$ cat src/rtl/regdump_pkg.sv
// regdump_pkg: shared state encoding and default widths for the register dump reader.
package regdump_pkg;
   localparam int DEF_NUM_REGS = 32;
   localparam int DEF_ADDR_W   = $clog2(DEF_NUM_REGS);
   localparam int DEF_DATA_W   = 32;
   typedef enum logic [2:0] {IDLE, FETCH, SEND, CSUM, DONE} state_t;
endpackage

$ cat src/rtl/regdump_csum.sv
// regdump_csum: XOR accumulator over dumped words, cleared on an accepted start.
module regdump_csum #(
   parameter int DATA_W = 32
) (
   input  logic              Clk,
   input  logic              Reset_n,
   input  logic              i_clr,
   input  logic              i_en,
   input  logic [DATA_W-1:0] i_data,
   output logic [DATA_W-1:0] o_acc
);
   logic [DATA_W-1:0] r_acc;
   always_ff @(posedge Clk or negedge Reset_n) begin
      if (!Reset_n) r_acc <= '0;
      else if (i_clr) r_acc <= '0;
      else if (i_en) r_acc <= r_acc ^ i_data;
   end
   assign o_acc = r_acc;
endmodule

$ cat src/rtl/regfile_dump_reader.sv
// regfile_dump_reader: walks a register range through the regfile read port and streams words out.
// Optional trailing XOR checksum word when REGDUMP_CHECKSUM_EN is defined.
module regfile_dump_reader
   import regdump_pkg::*;
#(
   parameter int ADDR_W = DEF_ADDR_W,
   parameter int DATA_W = DEF_DATA_W
) (
   input  logic              Clk,
   input  logic              Reset_n,
   input  logic              Start,
   input  logic              Abort,
   input  logic [ADDR_W-1:0] FirstReg,
   input  logic [ADDR_W-1:0] LastReg,
   output logic [ADDR_W-1:0] ReadRegister,
   input  logic [DATA_W-1:0] ReadData,
   output logic              DumpValid,
   input  logic              DumpReady,
   output logic [DATA_W-1:0] DumpData,
   output logic [ADDR_W-1:0] DumpAddr,
   output logic              DumpLast,
   output logic              Busy,
   output logic              Done
);
   state_t            r_state, w_next;
   logic [ADDR_W-1:0] r_idx, r_last, r_addr;
   logic [DATA_W-1:0] r_data;
   logic              w_start, w_hs, w_at_last;
   assign w_start   = r_state == IDLE && Start && !Abort;
   assign w_hs      = r_state == SEND && DumpReady && !Abort;
   assign w_at_last = r_idx == r_last;
   always_comb begin
      w_next = r_state;
      case (r_state)
         IDLE:  if (Start) w_next = FirstReg <= LastReg ? FETCH : DONE;
         FETCH: w_next = SEND;
`ifdef REGDUMP_CHECKSUM_EN
         SEND:  if (DumpReady) w_next = w_at_last ? CSUM : FETCH;
         CSUM:  if (DumpReady) w_next = DONE;
`else
         SEND:  if (DumpReady) w_next = w_at_last ? DONE : FETCH;
`endif
         DONE:  w_next = IDLE;
         default: w_next = IDLE;
      endcase
      if (Abort) w_next = IDLE;
   end
   // idx stops at LastReg so a range ending at the top register never wraps
   always_ff @(posedge Clk or negedge Reset_n) begin
      if (!Reset_n) begin
         r_state <= IDLE;
         r_idx   <= '0;
         r_last  <= '0;
         r_addr  <= '0;
         r_data  <= '0;
      end else begin
         r_state <= w_next;
         if (w_start) begin
            r_idx  <= FirstReg;
            r_last <= LastReg;
         end
         if (r_state == FETCH && !Abort) begin
            r_data <= ReadData;
            r_addr <= r_idx;
         end
         if (w_hs && !w_at_last) r_idx <= r_idx + 1'b1;
      end
   end
   assign ReadRegister = r_idx;
   assign Busy         = r_state != IDLE;
   assign Done         = r_state == DONE;
`ifdef REGDUMP_CHECKSUM_EN
   logic [DATA_W-1:0] w_csum;
   regdump_csum #(.DATA_W(DATA_W)) u_csum (
      .Clk     (Clk),
      .Reset_n (Reset_n),
      .i_clr   (w_start),
      .i_en    (w_hs),
      .i_data  (r_data),
      .o_acc   (w_csum)
   );
   assign DumpValid = r_state == SEND || r_state == CSUM;
   assign DumpData  = r_state == CSUM ? w_csum : r_data;
   assign DumpAddr  = r_state == CSUM ? '0 : r_addr;
   assign DumpLast  = r_state == CSUM;
`else
   assign DumpValid = r_state == SEND;
   assign DumpData  = r_data;
   assign DumpAddr  = r_addr;
   assign DumpLast  = DumpValid && r_addr == r_last;
`endif
endmodule

$ cat config.mk
export PLATFORM = sky130hd
export DESIGN_NAME = regfile_dump_reader
export DESIGN_NICKNAME = d
export VERILOG_FILES = /design/src/rtl/regdump_pkg.sv /design/src/rtl/regdump_csum.sv /design/src/rtl/regfile_dump_reader.sv
export SDC_FILE = /design/constraint.sdc
export NUM_CORES = 1
export LEC_CHECK = 0
export CORE_MARGIN = 3
export CORE_UTILIZATION = 37
export CTS_BUF_LIST = sky130_fd_sc_hd__clkbuf_4 sky130_fd_sc_hd__clkbuf_8
export DETAILED_ROUTE_END_ITERATION = 8
export GPL_TIMING_DRIVEN = 0
export PLACE_DENSITY_LB_ADDON = 0.12
export SETUP_SLACK_MARGIN = 0.02
export SYNTH_ARGS = -nofsm -noshare
export SYNTH_HDL_FRONTEND = slang
export SYNTH_HIERARCHICAL = 1
export SYNTH_SLANG_ARGS = --single-unit
$ cat constraint.sdc
create_clock -name Clk -period 1.65 [get_ports Clk]
set_input_delay 0.4125 -clock Clk [delete_from_list [all_inputs] [get_ports Clk]]
set_output_delay 0.4125 -clock Clk [all_outputs]
set_load 0.005 [all_outputs]
## Word-level counts from Yosys, hierarchy flattened

Index checks and enable logic that the tools add are counted.

- Input port bits: 47
- Register bits after elaboration: 50

- Multiplexer cells: 8
- Reductions and logical operators: 13
- $add $sub $neg: 1
- Order comparisons: 1
- Eq/ne operators: 7

Operators with widths:

| kind | count |
|---|---|
| two-way mux 3 bit | 5 |
| == test 5 bit | 2 |
| two-way mux 5 bit | 2 |
| case mux 3 bit (3 select lines) | 1 |
| logical AND 1 bit | 7 |
| adder 5 x 1 -> 5 bit (second input constant) | 1 |
| <= comparator 5 bit | 1 |
| == test 3 x 1 -> 1 bit (second input constant) | 1 |
| == test 3 x 2 -> 1 bit (second input constant) | 1 |
| == test 3 bit (second input constant) | 1 |
| zero test 3 bit | 1 |
| != test 3 x 2 -> 1 bit (second input constant) | 1 |
| != test 3 bit (second input constant) | 1 |
| nonzero test 3 bit | 1 |
| zero test 1 bit | 2 |
| AND reduction 2 bit | 1 |
| nonzero test 2 bit | 1 |

## Longest topological paths before layout

- Depth after elaboration: 5
- Mapped depth: 7
- Gate-level depth less buffers: 7

## Worst setup path after synthesis

OpenSTA, ideal clock, no wires.

- Path kind: register -> register
- From: register r_state[1]
- To: register r_data[16] (netlist: DumpData[16])
- Setup slack: 0.052 ns
- Stages on the path, launching flop included: 5
- Setup time: 0.125 ns
- Arrival: 1.473 ns
- Data required time: 1.525 ns
- Period minus slack after synthesis: 1.598 ns
- Cell sequence: dfrtp_1 > nor4b_1 > buf_2 > buf_6 > mux2_2

- Word-level cells in the longest chain between the ends: 2

RTL lines:

| item | line | source |
|---|---|---|
| start, declared | regfile_dump_reader.sv:25 | `state_t r_state, w_next;` |
| start signal, assigned | regfile_dump_reader.sv:57 | `r_state <= w_next;` |
| == test 3 x 1 -> 1 bit | regfile_dump_reader.sv:62 | `if (r_state == FETCH && !Abort) begin` |
| logical AND 1 bit | regfile_dump_reader.sv:62 |  |
| end signal, assigned | regfile_dump_reader.sv:63 | `r_data <= ReadData;` |
| end, declared | regfile_dump_reader.sv:27 | `logic [DATA_W-1:0] r_data;` |

No other way between the ends.
A chain may end at the register's enable or synchronous reset.

## Final worst setup path

- From: input port Abort
- To: register r_idx[2] (netlist: ReadRegister[2])

- Word-level cells in the longest chain between the ends: 4
- Elaborated cells between the ends (all ways): 6

RTL lines:

| item | line | source |
|---|---|---|
| start, declared | regfile_dump_reader.sv:12 | `input logic Abort,` |
| zero test 1 bit (*) | regfile_dump_reader.sv:29, regfile_dump_reader.sv:30 |  |
| logical AND 1 bit | regfile_dump_reader.sv:30 | `assign w_hs = r_state == SEND && DumpReady && !Abort;` |
| logical AND 1 bit | regfile_dump_reader.sv:66 | `if (w_hs && !w_at_last) r_idx <= r_idx + 1'b1;` |
| two-way mux 5 bit or nonzero test 2 bit (tied branches) | -- |  |
| end signal, assigned | regfile_dump_reader.sv:59 | `r_idx <= FirstReg;` |
| end signal, assigned | regfile_dump_reader.sv:66 |  |
| end, declared | regfile_dump_reader.sv:26 | `logic [ADDR_W-1:0] r_idx, r_last, r_addr;` |

Mark *: on every way between the ends. The rest lies on a longest branch, timed or not.

==> results.yml <==
run_status:
  status: "finished with violations"
  failed_checks: "setup timing"
die:
  start_util_pct: 39.8
  fp.dieH_um: 84.6
  design.core.area_sq_um: 5740
  row_count: 27
  die_x_um: 84.6
  io-pin-count: 93
  dieArea_sq_um: 7150
global_route:
  grt_pass1_wl_mm: 9.22
  antenna_found_initial: 0
  grt_remaining_overflow: 0
  grt_util_all_layers_pct: 15.9
  grt_pass1_vias: 1847
  grt_max_degree: 27
worst_setup_path:
  cpMaxStageDelayCell: "clkdlybuf4s50_1"
  endpoint: "ReadRegister[2]"
  path_max_fanout: 6
  startpoint: "Abort"
  worstRegToRegCells: 6
  endpoint_kind: "flip-flop"
  path_cells: "clkdlybuf4s50_1 -> or3_4 -> or2_1 -> buf_6 -> buf_8 -> o22ai_4 -> a21oi_2"
  r2r_setup_slack_ns: -0.19
  worst-endpoint-arrival_ns: 2.03
  crit_path_max_incr_delay_ns: 0.49
  worstReg2RegStart: "r_state[2]"
  required_ns: 1.83
  crit_type: "input pin to flip-flop"
  critPathLaunchType: "input pin"
  reg2reg_to: "DumpData[24]"
yosys:
  synth.cell_area_sq_um: 2280
  synth-adder-area-share_pct: 3.29
  yosysWarnings: 6
  ys_seq_area_share_pct: 54.8
  synth_compound_area_share_pct: 7.29
  synthXorXnorAreaFrac_pct: 3.84
  syn_nets: 230
  synth.avg_cell_area_sq_um: 12.9
  synth_cells: 177
  synth_top_family_by_area: "multiplexers"
  synth_mux_area_share_pct: 18.7
  synthSimpleGateAreaFrac_pct: 7.95
  synth_cell_types: 37
  yosys_register_bits: 50
flow_run:
  max-cap-violations: 0
pwr:
  p_sw_share_pct: 28.8
  p_per_area_nw_per_um2: 1280
  combPwrFrac_pct: 45.6
  power.switching_mw: 1.46
  power.leakage_nw: 1.82
  p_int_mw: 3.60
  pwr-share-clk_pct: 13.8
  seqPwrFrac_pct: 40.6
  peakVddDrop_v: 0.000821
sta:
  rsz0062_at_grt: "true"
  skew_ns: 0.00484
  worstMarginPinSlew_ns: 0.602
  relSlewSlack_pct: 59.9
  post-route-min-period_ns: 1.84
  setup_slack_ns: -0.194
  fin_crit_sh_pct: 112
  setup_tns_ns: -5.99
  clock.fmax_ghz: 0.542
  finalHoldViolations: 0
  drv_slew: 0
  setup_viol: 50
finish:
  nFillCells: 445
  nets: 355
  syn2layout_area_growth_pct: 72.9
  utilization_pct: 68.7
  drive_gt1_share_pct: 40.3
  mostFrequentLayoutCell: "clkdlybuf4s50_1"
  diodes: 0
  final_cell_mix: "clkdlybuf4s50_1 (68), dfrtp_1 (43), mux2_4 (28), buf_4 (16), dlygate4sd2_1 (11)"
routing:
  dr.pass1.iters: 4
  vias_per_cell: 4.86
  avgRoutedWirePerCell_um: 16.4
  drt_drc_violations_left: 0
  drtIter0Drc: 28
  num_vias: 1824
  antenna_left: 0
  wl_mm: 6.14
worst_hold_path:
  holdCritPathClass: "input pin to asynchronous set/reset pin"
cts:
  clkTransAtPathRegs_ns: 0.09
  cts_tree: "done"
  htree_levels: 2
  root_buffer: "clkbuf_8"
  numClockSinks: 50
  ctsLongestPathBuffers: 2
  numCtsBuffers: 5
  clk_latency_ns: 0.30
place:
  io_buffers: 92
  dp.final_hpwl_mm: 4.14
  finalWeightedCongestion: 0.844
  dp_slack_ns: -0.686
-- metal layers --
| layer | routed length (um) | track usage [%] | up-vias |
|---|---|---|---|
| met5 | 0 | 0 | - |
| met3 | 447 | 5.00 | 2 |
| li1 | - | - | 869 |
| met2 | 2990 | 24.6 | 60 |
| met1 | 2680 | 21.9 | 893 |
| met4 | 24 | 3.45 | 0 |
-- area by class of cell --
class | instances | area, sq um | area share, %
Buffer | 7 | 83.8 | 2.12
Multi-Input combinational cell | 111 | 1190 | 30.3
Tap cell | 72 | 90.1 | 2.28
Clock buffer | 5 | 68.8 | 1.74
Inverter | 9 | 33.8 | 0.856
Timing Repair Buffer | 118 | 1190 | 30.3
Sequential cell | 50 | 1260 | 31.9
Clock inverter | 3 | 21.3 | 0.539
-- what timing repair did --
item / in CTS / in global routing
endpoints found under the setup margin: 61 / 61
gates cloned: 0 / 3
pin swaps: 8 / 9
resized for setup: 50 / 70
setup buffers: 15 / 8
hold buffers: 0 / 0
-- worst min-delay path by stage --
stage                         to  slack, ns  cells past startpoint
global route         DumpData[4]       0.15                      1
floorplan            DumpAddr[0]       0.12                      0
detailed placement    r_state[0]       0.46                      1
finish                r_state[0]       0.11                      1
global placement    DumpData[30]       0.48                      1
CTS                  DumpData[5]       0.13                      1
-- state kept, by name, indices dropped and copies added, names as in the netlist --
name and count:
r_last 5, DumpAddr 5, DumpData 32, r_state 3
ReadRegister 5
-- power by group through the flow --
| stage | Combinational [mW] | Clock (mW) | Sequential, mW |
|---|---|---|---|
| floorplan | 0.698 | 0 | 2.07 |
| global route | 2.48 | 0.783 | 2.14 |
| CTS | 2.03 | 0.732 | 2.04 |
| detailed placement | 1.96 | 0 | 2.07 |
| global placement | 1.93 | 0 | 2.04 |
| finish | 2.30 | 0.698 | 2.06 |
-- cell usage after synthesis --
library cell  count  area share [%]
nand4_1           3            0.82
nor2_1            6            0.99
inv_1             9             1.5
buf_6             4             2.0
a211o_1           1            0.38
or3_4             1            0.49
xnor2_1           8             3.1
o22ai_1           1            0.27
a31o_2            1            0.38
o21ai_2           2            0.77
or3_2             1            0.33
or2_2             1            0.27
clkbuf_2          1            0.22
o21a_1            1            0.33
o21ai_0           4            0.88
nor4b_1           1            0.38
xor2_1            2            0.77
a21o_1            3            0.99
nor2_4            1            0.49
or2b_2            1            0.38
mux2_1            2            0.99
or3_1             1            0.27
nor3_1            2            0.44
nor3b_1           2            0.66
mux2_2           36              18
nand3_1           3            0.66
nand2_1           9             1.5
o21bai_1          1            0.33
o221ai_1          1            0.38
ha_1              6             3.3
dfrtp_1          50              55
o221a_2           1            0.49
buf_2             2            0.44
a21boi_0          1            0.33
or2_1             1            0.27
a21oi_1           6             1.3
a221o_1           1            0.44
-- worst max-delay path: cells and delay by family --
| family | cells | cell delay [ns] |
|---|---|---|
| AO/OA/AOI/OAI | 2 | 0.20 |
| buffers and inverters | 3 | 0.77 |
| AND/OR/NAND/NOR | 2 | 0.64 |
-- per-stage QoR --
step | instances | hold WS (ns) | power (mW) | instance area [sq um]
after global routing | 375 | 0.148 | 5.40 | 3950
after CTS | 365 | 0.126 | 4.80 | 3560
final | 375 | 0.115 | 5.06 | 3950
after floorplan | 177 | 0.117 | 2.76 | 2280
after detailed placement | 342 | 0.456 | 4.03 | 3310
after global placement | 341 | 0.476 | 3.97 | 3290
-- cell families (layout without fill, tap and decap cells) --
family,Yosys count,in the layout
xor gates and xnor gates,10,10
buffers and inverters,16,142
muxes,38,38
DFF,50,50
and+or+nand+nor,33,33
AOI/OAI and AO/OA,24,24
adders and majority gates,6,6
No activity file was read; power rests on OpenSTA's default activity.
==> RTL change 1 (same flow settings) <==
Re-encode `state_t` (5 states) as Gray code, 3 bits wide.
--- a/src/rtl/regdump_pkg.sv
+++ b/src/rtl/regdump_pkg.sv
@@ -4,5 +4,5 @@
    localparam int DEF_ADDR_W   = $clog2(DEF_NUM_REGS);
    localparam int DEF_DATA_W   = 32;
-   typedef enum logic [2:0] {IDLE, FETCH, SEND, CSUM, DONE} state_t;
+   typedef enum logic [2:0] {IDLE = 3'b000, FETCH = 3'b001, SEND = 3'b011, CSUM = 3'b010, DONE = 3'b110} state_t;
 endpackage
 
Check against the original RTL: no difference found for any inputs over 10 cycles, from zero or initial values and one cycle with Reset_n low; not proved beyond that.
==> RTL change 1 against the original RTL <==
- the flow still finishes with violations (negative setup slack)
- clock power is 22% higher
- routed wire length is 9.5% higher
- worst setup slack better by 0.028 ns
- final area is 4.9% higher
- critical path type is now reg2reg
- sequential share of layout area is 1.5 points lower
- sequential cell count stayed put
- sequential power is 10% higher
- synthesized area is 4.3% higher
- total power is 40% higher
- largest cell class unchanged
- largest power group unchanged
==> RTL change 1: results <==
metrics = {
    "run_status": {
        "run_status": "finished with violations",
        "violations": "negative setup slack",
    },
    "placed_design": {
        "dp_slack_ns": -0.6583,
        "dp_hpwl_um": 4329,
        "postPlaceCellArea_sq_um": 3413,
        "gp_congestion": 0.7973,
    },
    "timing": {
        "setup_viol": 38,
        "max_slew_margin": 0.6204,
        "setup_ws_ns": -0.1662,
        "tns_ns": -4.779,
        "clock-skew-final_ns": 0.004197,
    },
    "yosys": {
        "synth_xor_area_frac": 0.04046,
        "ys_seq_area_frac": 0.5255,
        "synth_area_leaders": "dfrtp_1, mux2_2, ha_1, nand2_1, xnor2_1",
        "syn_inst": 189,
        "ys_types": 43,
        "synth_common_cells": "dfrtp_1, mux2_2, nand2_1",
    },
    "power_and_ir_drop": {
        "p_total_uw": 7071,
        "switching_share": 0.3141,
        "p_leak_uw": 0.001940,
        "vdd_drop_max_mv": 0.8806,
    },
    "layout": {
        "final_nets": 378,
        "multi_input_area_sq_um": 1286,
        "layout-drive-gt1-share": 0.3681,
    },
    "global_routing": {
        "grt_use_met2": 0.2873,
        "grt_max_degree": 34,
    },
    "setup_path": {
        "endpoint": "DumpData[20]",
        "cp_max_fo": 7,
        "cp_slowest_stage_delay_ns": 0.42,
    },
    "clocking": {
        "post_cts_resized": 80,
        "cts_setup_buffers": 25,
    },
    "route": {
        "routed_wl_um": 6729,
        "met2_length_um": 3258,
        "vias_per_cell": 5.125,
        "vias": 2055,
    },
}
## RTL change 1: changes by cell type after synthesis, moves of 3 or more
| cell | change |
|---|---|
| xor2_1 | +3 |
| nand2_1 | +6 |
| o211ai_1 | +4 |
| a21oi_1 | -5 |
## RTL change 1: worst min-delay path by stage
stage / depth (start not counted) / end / start
6_report: 1 / DumpData[19] / Reset_n
5_1_grt: 1 / DumpData[19] / Reset_n
4_1_cts: 1 / DumpData[19] / Reset_n
3_5_place_dp: 1 / DumpData[19] / Reset_n
3_3_place_gp: 1 / DumpData[12] / DumpData[12]
2_1_floorplan: 0 / DumpAddr[0] / Reset_n
## RTL change 1: final cells by class
class / instances / share of cell area
tap: 75 / 0.02267
clock buffer: 5 / 0.01662
multi-input combinational: 125 / 0.3107
buffer: 6 / 0.02055
sequential: 50 / 0.3040
inverter: 8 / 0.007253
clock inverter: 3 / 0.009671
timing repair buffer: 129 / 0.3086
==> RTL change 2 (config.mk and constraints unchanged) <==
Made on the original files. `DEF_NUM_REGS`: 32 -> 128.
--- a/src/rtl/regdump_pkg.sv
+++ b/src/rtl/regdump_pkg.sv
@@ -1,5 +1,5 @@
 // regdump_pkg: shared state encoding and default widths for the register dump reader.
 package regdump_pkg;
-   localparam int DEF_NUM_REGS = 32;
+   localparam int DEF_NUM_REGS = 128;
    localparam int DEF_ADDR_W   = $clog2(DEF_NUM_REGS);
    localparam int DEF_DATA_W   = 32;
Ports: changed (resized DumpAddr, FirstReg, LastReg and ReadRegister); port bits go from 93 to 101. The function was not compared with the original's and may differ.
==> RTL change 2 against the original RTL <==
- the flow still finishes with violations (negative setup slack)
- total power rose by 16%
- sequential cell count rose by 6
- worst hold slack improved by 0.080 ns
- die area rose by 16%
- final area rose by 16%
- sequential share of layout area fell by 1.2 points
- cell count rose by 20%
- synthesized area rose by 17%
- worst setup slack got worse by 0.042 ns
- routed wire length rose by 19%
- global-route usage rose by 0.70 points
- critical path type is now reg2out
==> RTL change 2: results <==
metrics = {
    "layout": {
        "final_cells": 451,
        "num-fill-cells": 578,
        "final_nets": 413,
    },
    "yosys": {
        "ys_types": 42,
        "synth_area_leaders": "dfrtp_1, mux2_2, ha_1, xnor2_1, o21ai_0",
        "synth.mux.area_fraction": 0.1682,
        "synth_common_cells": "dfrtp_1, mux2_2, nand2_1",
        "synthesis.nets": 273,
    },
    "global_routing": {
        "grt_pass1_wl_um": 10940,
        "grt_max_degree": 36,
        "grt_pass1_vias": 2155,
    },
    "setup_path": {
        "slowest_stage": "dfrtp_2",
        "cp_max_fo": 3,
        "rrSetupSlack_ns": -0.07,
        "cp_slowest_stage_delay_ns": 0.44,
    },
    "placed_design": {
        "gp_congestion": 0.7690,
        "dp_slack_ns": -0.4215,
        "io_buffers": 100,
        "dp_hpwl_um": 4752,
    },
    "timing": {
        "setup_ws_ns": -0.2359,
        "setup_viol": 45,
        "tns_ns": -2.581,
    },
    "power_and_ir_drop": {
        "vdd_drop_max_mv": 0.7294,
        "p_leak_uw": 0.002150,
    },
    "route": {
        "drt-initial-drc-count": 43,
        "avgRoutedWirePerCell_um": 16.16,
        "vias": 2143,
    },
    "run_status": {
        "run_status": "finished with violations",
        "violations": "negative setup slack",
    },
}
## RTL change 2: area by class of cell
type / instances / area share
Clock inverter: 2 / 0.002999
Timing Repair Buffer: 134 / 0.2977
Inverter: 13 / 0.01118
Tap cell: 96 / 0.02617
Buffer: 9 / 0.02535
Clock buffer: 6 / 0.01799
Multi-Input combinational cell: 135 / 0.3113
Sequential cell: 56 / 0.3073
## RTL change 2: cells by family after synthesis
group / after synthesis
compound gates: 30
simple gates: 43
mux: 40
xor+xnor: 14
fa+ha+maj: 8
buf+inv: 23
flops: 56
## RTL change 2: worst max-delay path by stage
stage / startpoint / endpoint
floorplan: LastReg[1] / r_state[2]
global placement: Reset_n / DumpData[22]
detailed placement: r_last[3] / DumpLast
CTS: r_last[3] / DumpLast
global route: r_last[4] / DumpLast
finish: r_last[3] / DumpLast
## RTL change 2: power groups by stage
stage               Clock [uW]  Sequential (uW)  Combinational (uW)
finish                     798             2260                2790
global route               880             2320                3010
CTS                        830             2240                2360
detailed placement           0             2310                2220
global placement             0             2280                2190
floorplan                    0             2300                 873
## RTL change 2: through the flow
stage	total power [uW]	hold slack (ns)	instance area, sq um
after floorplan	3175	0.1169	2670
after global placement	4471	0.4713	3791
after detailed placement	4524	0.4792	3814
after CTS	5438	0.2136	4103
after global routing	6213	0.2575	4589
final	5845	0.1950	4589
## RTL change 2: timing repair
| action | in CTS | in global routing |
|---|---|---|
| endpoints found under the setup margin | 62 | 63 |
| pin swaps | 11 | 13 |
| buffers inserted | 16 | 12 |
| resized for setup | 58 | 90 |
| cloned | 1 | 4 |
## RTL change 2: routing by layer
layer,GRT usage,wire [um]
met5,0,0
met4,0.03894,85
met3,0.03397,310
met2,0.2679,3437
met1,0.2292,3454
